<file path="src/rtl/mem_wb_stage_pkg.sv">
// mem_wb_stage_pkg: shared definitions for the MEM/WB stage.
//   - register/memory bus widths, reset and write-enable levels
//   - memory operation codes carried from EX
//   - FSM state encoding of the stage
//   - is_mem_op(): true for opcodes that use the SRAM bus
package mem_wb_stage_pkg;

    localparam int unsigned RegBusW     = 16;
    localparam int unsigned RegAddrBusW = 4;
    localparam int unsigned MemAddrW    = 16;

    localparam logic RstEnable    = 1'b1;
    localparam logic WriteDisable = 1'b0;

    typedef enum logic [1:0] {
        MemOpNone  = 2'd0,
        MemOpLoad  = 2'd1,
        MemOpStore = 2'd2
    } mem_op_e;

    typedef enum logic {
        MemStIdle = 1'b0,
        MemStBusy = 1'b1
    } mem_st_e;

    // Opcode 3 is reserved and behaves like MemOpNone.
    function automatic logic is_mem_op(input logic [1:0] op);
        return (op == MemOpLoad) || (op == MemOpStore);
    endfunction

endpackage

</file>
<file path="src/rtl/mem_wb_stage_if.sv">
// mem_wb_stage_if: shared 16-bit SRAM bus with a req/ack handshake.
//   req   : request held high for the whole access
//   we    : 1 = store, 0 = load
//   addr  : word address
//   wdata : store data
//   rdata : load data, valid while ack is high
//   ack   : access completes this cycle
// master = the pipeline stage, slave = the memory controller.
interface mem_wb_stage_if
    import mem_wb_stage_pkg::*;
#(
    parameter int unsigned DATA_W  = RegBusW,
    parameter int unsigned MADDR_W = MemAddrW
);

    logic               req;
    logic               we;
    logic [MADDR_W-1:0] addr;
    logic [DATA_W-1:0]  wdata;
    logic [DATA_W-1:0]  rdata;
    logic               ack;

    modport master (
        output req, we, addr, wdata,
        input  rdata, ack
    );

    modport slave (
        input  req, we, addr, wdata,
        output rdata, ack
    );

endinterface

</file>
<file path="src/rtl/mem_bus_timer.sv">
// mem_bus_timer: counts cycles spent waiting for a bus acknowledge.
//   clk, rst : clock and synchronous active-high reset
//   clear    : return the count to 0 (wins over enable)
//   enable   : count one more waiting cycle
//   expired  : the count has reached TIMEOUT-1
module mem_bus_timer
    import mem_wb_stage_pkg::*;
#(
    parameter int unsigned TIMEOUT = 15
) (
    input  logic clk,
    input  logic rst,
    input  logic clear,
    input  logic enable,
    output logic expired
);

    localparam int unsigned CntW = (TIMEOUT > 1) ? $clog2(TIMEOUT) : 1;
    localparam logic [CntW-1:0] CntLast = CntW'(TIMEOUT - 1);

    logic [CntW-1:0] cnt_q;

    always_ff @(posedge clk) begin
        if (rst == RstEnable) begin
            cnt_q <= '0;
        end else if (clear) begin
            cnt_q <= '0;
        end else if (enable && !expired) begin
            cnt_q <= cnt_q + CntW'(1);
        end
    end

    assign expired = (cnt_q == CntLast);

endmodule

</file>
<file path="src/rtl/mem_wb_stage.sv">
// mem_wb_stage: memory-access and write-back stage of the pipeline.
//   clk, rst            : clock, synchronous active-high reset
//   ex_*                : instruction from EX (valid, wreg, waddr, wdata, memop, maddr, sdata)
//   stall_o             : stage busy with a bus access; EX must hold
//   mem                 : SRAM bus master port (req/we/addr/wdata out, rdata/ack in)
//   wb_we_o/waddr/wdata : registered one-cycle regfile write
//   err_o               : one-cycle pulse when a bus access times out
// ALU results are written back one cycle after acceptance. A load/store
// latches its operands, holds the bus request until ack or timeout, then
// returns to IDLE in the same cycle the write-back (or error) appears.
module mem_wb_stage
    import mem_wb_stage_pkg::*;
#(
    parameter int unsigned DATA_W  = RegBusW,
    parameter int unsigned MADDR_W = MemAddrW,
    parameter int unsigned RADDR_W = RegAddrBusW,
    parameter int unsigned TIMEOUT = 15
) (
    input  logic               clk,
    input  logic               rst,

    input  logic               ex_valid_i,
    input  logic               ex_wreg_i,
    input  logic [RADDR_W-1:0] ex_waddr_i,
    input  logic [DATA_W-1:0]  ex_wdata_i,
    input  logic [1:0]         ex_memop_i,
    input  logic [MADDR_W-1:0] ex_maddr_i,
    input  logic [DATA_W-1:0]  ex_sdata_i,

    output logic               stall_o,
    mem_wb_stage_if.master     mem,

    output logic               wb_we_o,
    output logic [RADDR_W-1:0] wb_waddr_o,
    output logic [DATA_W-1:0]  wb_wdata_o,
    output logic               err_o
);

    mem_st_e            state_q;
    logic               lat_wreg_q;
    logic [RADDR_W-1:0] lat_waddr_q;
    logic [MADDR_W-1:0] lat_maddr_q;
    logic [DATA_W-1:0]  lat_sdata_q;
    logic               lat_we_q;
    logic               busy;
    logic               expired;

    assign busy = (state_q == MemStBusy);

    mem_bus_timer #(
        .TIMEOUT (TIMEOUT)
    ) u_timer (
        .clk     (clk),
        .rst     (rst),
        .clear   (!busy),
        .enable  (busy && !mem.ack),
        .expired (expired)
    );

    always_ff @(posedge clk) begin
        if (rst == RstEnable) begin
            state_q     <= MemStIdle;
            lat_wreg_q  <= 1'b0;
            lat_waddr_q <= '0;
            lat_maddr_q <= '0;
            lat_sdata_q <= '0;
            lat_we_q    <= 1'b0;
            wb_we_o     <= WriteDisable;
            wb_waddr_o  <= '0;
            wb_wdata_o  <= '0;
            err_o       <= 1'b0;
        end else begin
            // Write-back and error are single-cycle pulses by default.
            wb_we_o <= WriteDisable;
            err_o   <= 1'b0;
            unique case (state_q)
                MemStIdle: begin
                    if (ex_valid_i) begin
                        if (is_mem_op(ex_memop_i)) begin
                            lat_wreg_q  <= ex_wreg_i;
                            lat_waddr_q <= ex_waddr_i;
                            lat_maddr_q <= ex_maddr_i;
                            lat_sdata_q <= ex_sdata_i;
                            lat_we_q    <= (ex_memop_i == MemOpStore);
                            state_q     <= MemStBusy;
                        end else begin
                            wb_we_o    <= ex_wreg_i;
                            wb_waddr_o <= ex_waddr_i;
                            wb_wdata_o <= ex_wdata_i;
                        end
                    end
                end
                MemStBusy: begin
                    if (mem.ack) begin
                        if (!lat_we_q) begin
                            wb_we_o    <= lat_wreg_q;
                            wb_waddr_o <= lat_waddr_q;
                            wb_wdata_o <= mem.rdata;
                        end
                        state_q <= MemStIdle;
                    end else if (expired) begin
                        err_o   <= 1'b1;
                        state_q <= MemStIdle;
                    end
                end
                default: state_q <= MemStIdle;
            endcase
        end
    end

    // Bus and stall depend only on state, never on ex_* or ack.
    assign stall_o   = busy;
    assign mem.req   = busy;
    assign mem.we    = busy && lat_we_q;
    assign mem.addr  = busy ? lat_maddr_q : '0;
    assign mem.wdata = busy ? lat_sdata_q : '0;

endmodule

</file>
<file path="src/flat_wrapper.sv">
// flat-port wrapper written by rule: the top's interface ports become plain ports
module mem_wb_stage_flat import mem_wb_stage_pkg::*;
#(
    parameter int unsigned DATA_W  = RegBusW,
    parameter int unsigned MADDR_W = MemAddrW,
    parameter int unsigned RADDR_W = RegAddrBusW,
    parameter int unsigned TIMEOUT = 15
)
  (clk, rst, ex_valid_i, ex_wreg_i, ex_waddr_i, ex_wdata_i, ex_memop_i, ex_maddr_i, ex_sdata_i, stall_o, wb_we_o, wb_waddr_o, wb_wdata_o, err_o, mem_req, mem_we, mem_addr, mem_wdata, mem_rdata, mem_ack);
  mem_wb_stage_if #(.DATA_W(DATA_W), .MADDR_W(MADDR_W)) mem_i ();
  input  logic clk;
  input  logic rst;
  input  logic ex_valid_i;
  input  logic ex_wreg_i;
  input  logic [RADDR_W-1:0] ex_waddr_i;
  input  logic [DATA_W-1:0] ex_wdata_i;
  input  logic [1:0] ex_memop_i;
  input  logic [MADDR_W-1:0] ex_maddr_i;
  input  logic [DATA_W-1:0] ex_sdata_i;
  output logic stall_o;
  output logic wb_we_o;
  output logic [RADDR_W-1:0] wb_waddr_o;
  output logic [DATA_W-1:0] wb_wdata_o;
  output logic err_o;
  output wire logic [$bits(mem_i.req)-1:0] mem_req;
  output wire logic [$bits(mem_i.we)-1:0] mem_we;
  output wire logic [$bits(mem_i.addr)-1:0] mem_addr;
  output wire logic [$bits(mem_i.wdata)-1:0] mem_wdata;
  input wire logic [$bits(mem_i.rdata)-1:0] mem_rdata;
  input wire logic [$bits(mem_i.ack)-1:0] mem_ack;
  assign mem_req = mem_i.req;
  assign mem_we = mem_i.we;
  assign mem_addr = mem_i.addr;
  assign mem_wdata = mem_i.wdata;
  assign mem_i.rdata = mem_rdata;
  assign mem_i.ack = mem_ack;
  mem_wb_stage #(.DATA_W(DATA_W), .MADDR_W(MADDR_W), .RADDR_W(RADDR_W), .TIMEOUT(TIMEOUT)) u_core (.clk(clk), .rst(rst), .ex_valid_i(ex_valid_i), .ex_wreg_i(ex_wreg_i), .ex_waddr_i(ex_waddr_i), .ex_wdata_i(ex_wdata_i), .ex_memop_i(ex_memop_i), .ex_maddr_i(ex_maddr_i), .ex_sdata_i(ex_sdata_i), .stall_o(stall_o), .mem(mem_i), .wb_we_o(wb_we_o), .wb_waddr_o(wb_waddr_o), .wb_wdata_o(wb_wdata_o), .err_o(err_o));
endmodule
</file>
<file path="config.mk">
export PLATFORM = sky130hd
export DESIGN_NAME = mem_wb_stage_flat
export DESIGN_NICKNAME = d
export VERILOG_FILES = /design/src/rtl/mem_wb_stage_pkg.sv /design/src/rtl/mem_wb_stage_if.sv /design/src/rtl/mem_bus_timer.sv /design/src/rtl/mem_wb_stage.sv /design/src/flat_wrapper.sv
export SDC_FILE = /design/constraint.sdc
export NUM_CORES = 1
export LEC_CHECK = 0
export ABC_AREA = 1
export BUFFER_PORTS_ARGS = -buffer_cell sky130_fd_sc_hd__buf_2
export CAP_MARGIN = 15
export CORE_ASPECT_RATIO = 0.5
export CORE_UTILIZATION = 43
export CTS_BUF_LIST = sky130_fd_sc_hd__clkbuf_16
export DETAILED_ROUTE_END_ITERATION = 10
export PLACE_DENSITY = 0.76
export SLEW_MARGIN = 40
export SYNTH_ARGS = -nofsm -noshare
export SYNTH_HDL_FRONTEND = slang
export SYNTH_SLANG_ARGS = --single-unit
</file>
<file path="constraint.sdc">
create_clock -name clk -period 1 [get_ports clk]
set_input_delay 0.05 -clock clk [delete_from_list [all_inputs] [get_ports clk]]
set_output_delay 0.05 -clock clk [all_outputs]
set_load 0.02 [all_outputs]
</file>
==> impl.org <==
** Pwr
- Fraction of power spent switching nets :: 0.301
- Of the total power, registers draw 0.392.
- Portion of total power attributed to combinational logic :: 0.260
- Worst supply voltage drop on vdd :: around 1.0 mV
- Static leakage power :: approximately 3 nW
- Power density cells :: 1410 nW/um2
- The internal power of the cells totals ~5.4 mW.
- Part of the power in the clock network :: 0.347
- Switching power summed over all nets :: 2.30 mW
- Total power for the finished layout comes to approximately 7.7 mW.

** STA
- Actual transition at the worst max-transition pin :: 0.229 ns
- RSZ-0062 raised after global routing :: yes
- Setup violations remaining at the end of the flow were counted as 99.
- Final Cycle Share :: 1.31
- The max-slew violation count came to 0.
- For this run, the top clock speed supported by timing is roughly 0.77 GHz.
- Final hold slack :: 0.0206 ns
- Tmin final :: between 1 and 1.5 ns
- Fin Clk Skew :: ~0.0056 ns
- Worst setup slack after layout :: -0.306 ns
- Headroom to the max-slew limit came out at 0.847.
- The number of hold violations in the final report is 0.

** Run status
- Violations in the final reports :: negative setup slack
- The flow ran to the end, but the final reports show violations.

** Synthesis
- Library cell with the largest summed area after synthesis :: sky130_fd_sc_hd__dfxtp_1
- Synth top area cells :: sky130_fd_sc_hd__dfxtp_1 (41%), sky130_fd_sc_hd__nor2_1 (17%), sky130_fd_sc_hd__nand2_1 (9.9%)
- The portion of synthesized area spent on multiplexers is 0.
- Of the total synthesized cell area, the portion taken by AND, OR, NAND and NOR gates is 0.317.
- For this run, the number of Yosys warnings is 0.
- Per-instance average area after synthesis :: 6.41 um2
- The synthesized netlist contains 22 unique library cells.
- The number of nets handed over by synthesis was 576.
- The post-synthesis compound-gate area fraction is 0.0996.
- Fraction of registers with async set or reset after synthesis :: 0
- Cell count after synthesis :: approximately 500
- The commonest cells after synthesis are sky130_fd_sc_hd__nor2_1 (141), sky130_fd_sc_hd__nand2_1 (84), sky130_fd_sc_hd__dfxtp_1 (65).
- The share of synthesized area in the top cell type comes to 0.408.
- Fraction of the yosys area taken by sequential cells :: 0.408
- Adder and majority gate portion of the synthesized area :: 0.0118
- Of the total synthesized cell area, the portion taken by XOR and XNOR cells is 0.00274.
- After synthesis the netlist holds a flip-flop and latch count of between 60 and 70.
- By area, the combinational part of the netlist is dominated by simple AND/OR/NAND/NOR gates.
- Synth Flop Type :: sky130_fd_sc_hd__dfxtp_1
- Leading cell type by number of instances after synthesis :: sky130_fd_sc_hd__nor2_1
- Number of enable flip-flop cells after synthesis :: 0
- Post-Syn Area :: between 3000 and 4000 um2

** Worst setup path
- The slowest stage of the critical path is the sky130_fd_sc_hd__dfxtp_4 cell.
- The largest single stage delay on the critical path is about 0.37 ns.
- Startpoint type of the worst setup path :: flip-flop
- Startpoint-to-endpoint class of the critical path :: flip-flop to flip-flop
- Crit-path cells :: buf_6 > nor2_4 > nand2_4 > buf_4 > o21ai_1 > nor2_1
- Data arrival time of the critical path :: approximately 1.5 ns
- Buffers plus inverters on the worst setup path :: 2
- At the worst endpoint, the required time is roughly 1.2 ns.
- Critical path endpoint category :: flip-flop
- Along the worst path, the maximum fanout reaches 9.
- Top Family by Delay on Critical Path :: flip-flops

** GRT
- Vias in the first global route :: approximately 3500
- Global routing finished with a remaining overflow of 0.
- The first global-routing pass estimated ~16000 um of wire.
- Pin count of the biggest net entering global routing :: between 40 and 50
- Number of antenna violations at the first check in global routing :: 0
- Total track usage :: 0.266

** Layout
- Non-filler cells, final :: between 700 and 800
- Share of layout cells above drive strength 1 :: 0.402
- Layout Nets :: between 700 and 800
- Relative to the synthesized area, the layout overhead comes to 69.9%.
- Diode insertion count for antenna repair :: 0
- FILL cells :: around 450

** Routing
- Via count :: ~3800
- The first detailed-routing pass took 5 iterations.
- Number of antenna-violating nets in the routed design :: 0
- Drt via density :: between 4 and 5
- Wires add up to approximately 11000 um.
- In the routed design, unresolved DRC markers number 0.
- Dividing the detail-routed wire length by the instance count gives 14.1 um.
- The detailed router finished its first iteration with roughly 240 violations.

** Clocking
- The H-tree was split into 3 levels.
- Post-CTS clock slew at the launch and capture registers of the worst setup and hold paths :: approximately 0.050 ns
- The tree is rooted in a sky130_fd_sc_hd__clkbuf_16.
- The clock reaches the later pin of the worst-skew pair after roughly 0.33 ns.
- TritonCTS built the clock tree.
- TritonCTS created 9 clock buffers.
- Maximum buffer depth of the clock tree :: 2
- The clock net in this run drives a total of 65 sinks.

** Die
- After floorplanning, the core was divided into 21 placement rows.
- The core region is about 7000 um2.
- The initial utilization of the core area, before any placement, comes to 0.460.
- Area of the die :: just under 8000 um2
- The floorplan step set the die width to around 120 um.
- Total I/O pin count :: 132
- The die is roughly 63 um tall.

** Worst hold path
- The tightest min-delay check is of the primary input to flip-flop type.

** Flow run
- Max-cap violations in this run came to 0.

** Placement
- Buffers placed on the I/O ports in this run total 131.
- Summed over all nets, the half-perimeter wirelength after detailed placement is roughly 5300 um.
- After detailed placement, the design holds a cell count of 715.
- The congestion estimate from routability-driven global placement came to between 0.8 and 0.9.
[what timing repair did]
action                     4_1_cts  5_1_grt
gates resized for setup        112       33
hold buffers                    38        0
setup buffers                    5        2
pin swaps                       21       15
setup endpoints to repair       99      100
hold endpoints to repair        39        0
gates cloned                     3        3
[flip-flops by register name, summed over array words and instances (netlist names)]
register              flops
u_core.lat_maddr_q       16
u_core.lat_sdata_q       16
u_core.wb_wdata_o        16
u_core.lat_waddr_q        4
u_core.u_timer.cnt_q      4
u_core.wb_waddr_o         4
u_core.err_o              1
u_core.lat_we_q           1
u_core.lat_wreg_q         1
u_core.mem.req            1
u_core.wb_we_o            1
[through the flow]
step                      utilization  setup TNS (ns)  instance area (um2)  setup slack [ns]
after global routing            0.782          -28.32                 5420            -0.397
final                           0.782          -23.42                 5420            -0.306
after CTS                       0.751          -22.73                 5210            -0.281
after global placement          0.589           -9.94                 4090            -0.167
after floorplan                     -           -4.11                 3300           -0.0810
after detailed placement        0.589          -11.10                 4090            -0.210
[cells by family after synthesis]
kind of cell    Yosys count
simple gates            255
buf+inv                 111
compound gates           63
fa+ha+maj                 3
xor+xnor                  1
flops                    65
[per-layer routing]
layer  share of wire  GRT usage  routed length (um)  vias to the layer above
met5               0          0                   0                        -
met4           0.026      0.125                 284                        0
met3           0.062     0.0657                 681                       31
met2            0.51      0.481                5600                      168
met1            0.40      0.290                4440                     1710
li1                -          -                   -                     1870
[power groups by stage]
stage / clock network [mW] / logic [mW] / registers (mW)
after floorplan: 0 / 0.919 / 3.10
after global placement: 0 / 1.47 / 2.99
after detailed placement: 0 / 1.49 / 3.00
after CTS: 2.69 / 1.82 / 2.98
after global routing: 2.80 / 2.17 / 3.03
final: 2.66 / 2.00 / 3.01
[area by class of cell]
type / count / area, um2 / share of cell area
Clock inverter: 5 / 20.0 / 0.00369
Tap cell: 92 / 115 / 0.0212
Inverter: 81 / 319 / 0.0589
Sequential cell: 65 / 1310 / 0.241
Multi-Input combinational cell: 322 / 1710 / 0.315
Timing Repair Buffer: 205 / 1730 / 0.318
Clock buffer: 9 / 225 / 0.0415
[layout by cell type, fill, tap and decap left out, drive strengths merged]
cell and count:
a21boi 1, inv 69, clkbuf 12, ha 3, xor2 1, o21ai 38
a21oi 24, dfxtp 65, nand2 86, nor2 144, nand4 3, clkinv 17
buf 164, nor4 1, nand3 21, dlygate4sd3 38
[final timing paths]
check / from / end / slack, ns / depth (start not counted)
max: u_core.mem.req$_SDFF_PP0_ / u_core.lat_maddr_q[12]$_SDFFE_PP0P_ / -0.31 / 6
max reg2reg: u_core.mem.req$_SDFF_PP0_ / u_core.lat_maddr_q[12]$_SDFFE_PP0P_ / -0.31 / 6
min reg2reg: u_core.wb_wdata_o[2]$_SDFFE_PP0P_ / u_core.wb_wdata_o[2]$_SDFFE_PP0P_ / 0.47 / 2
min: rst / u_core.u_timer.cnt_q[0]$_SDFFE_PP0P_ / 0.02 / 4
[tightest hold or removal path, delay by kind of cell]
kind | cells | cell delay, ns
buffers and inverters | 1 | 0.13
AOI/OAI and AO/OA | 1 | 0.04
and+or+nand+nor | 2 | 0.09
Note: power is estimated with default switching activity, not from simulation.
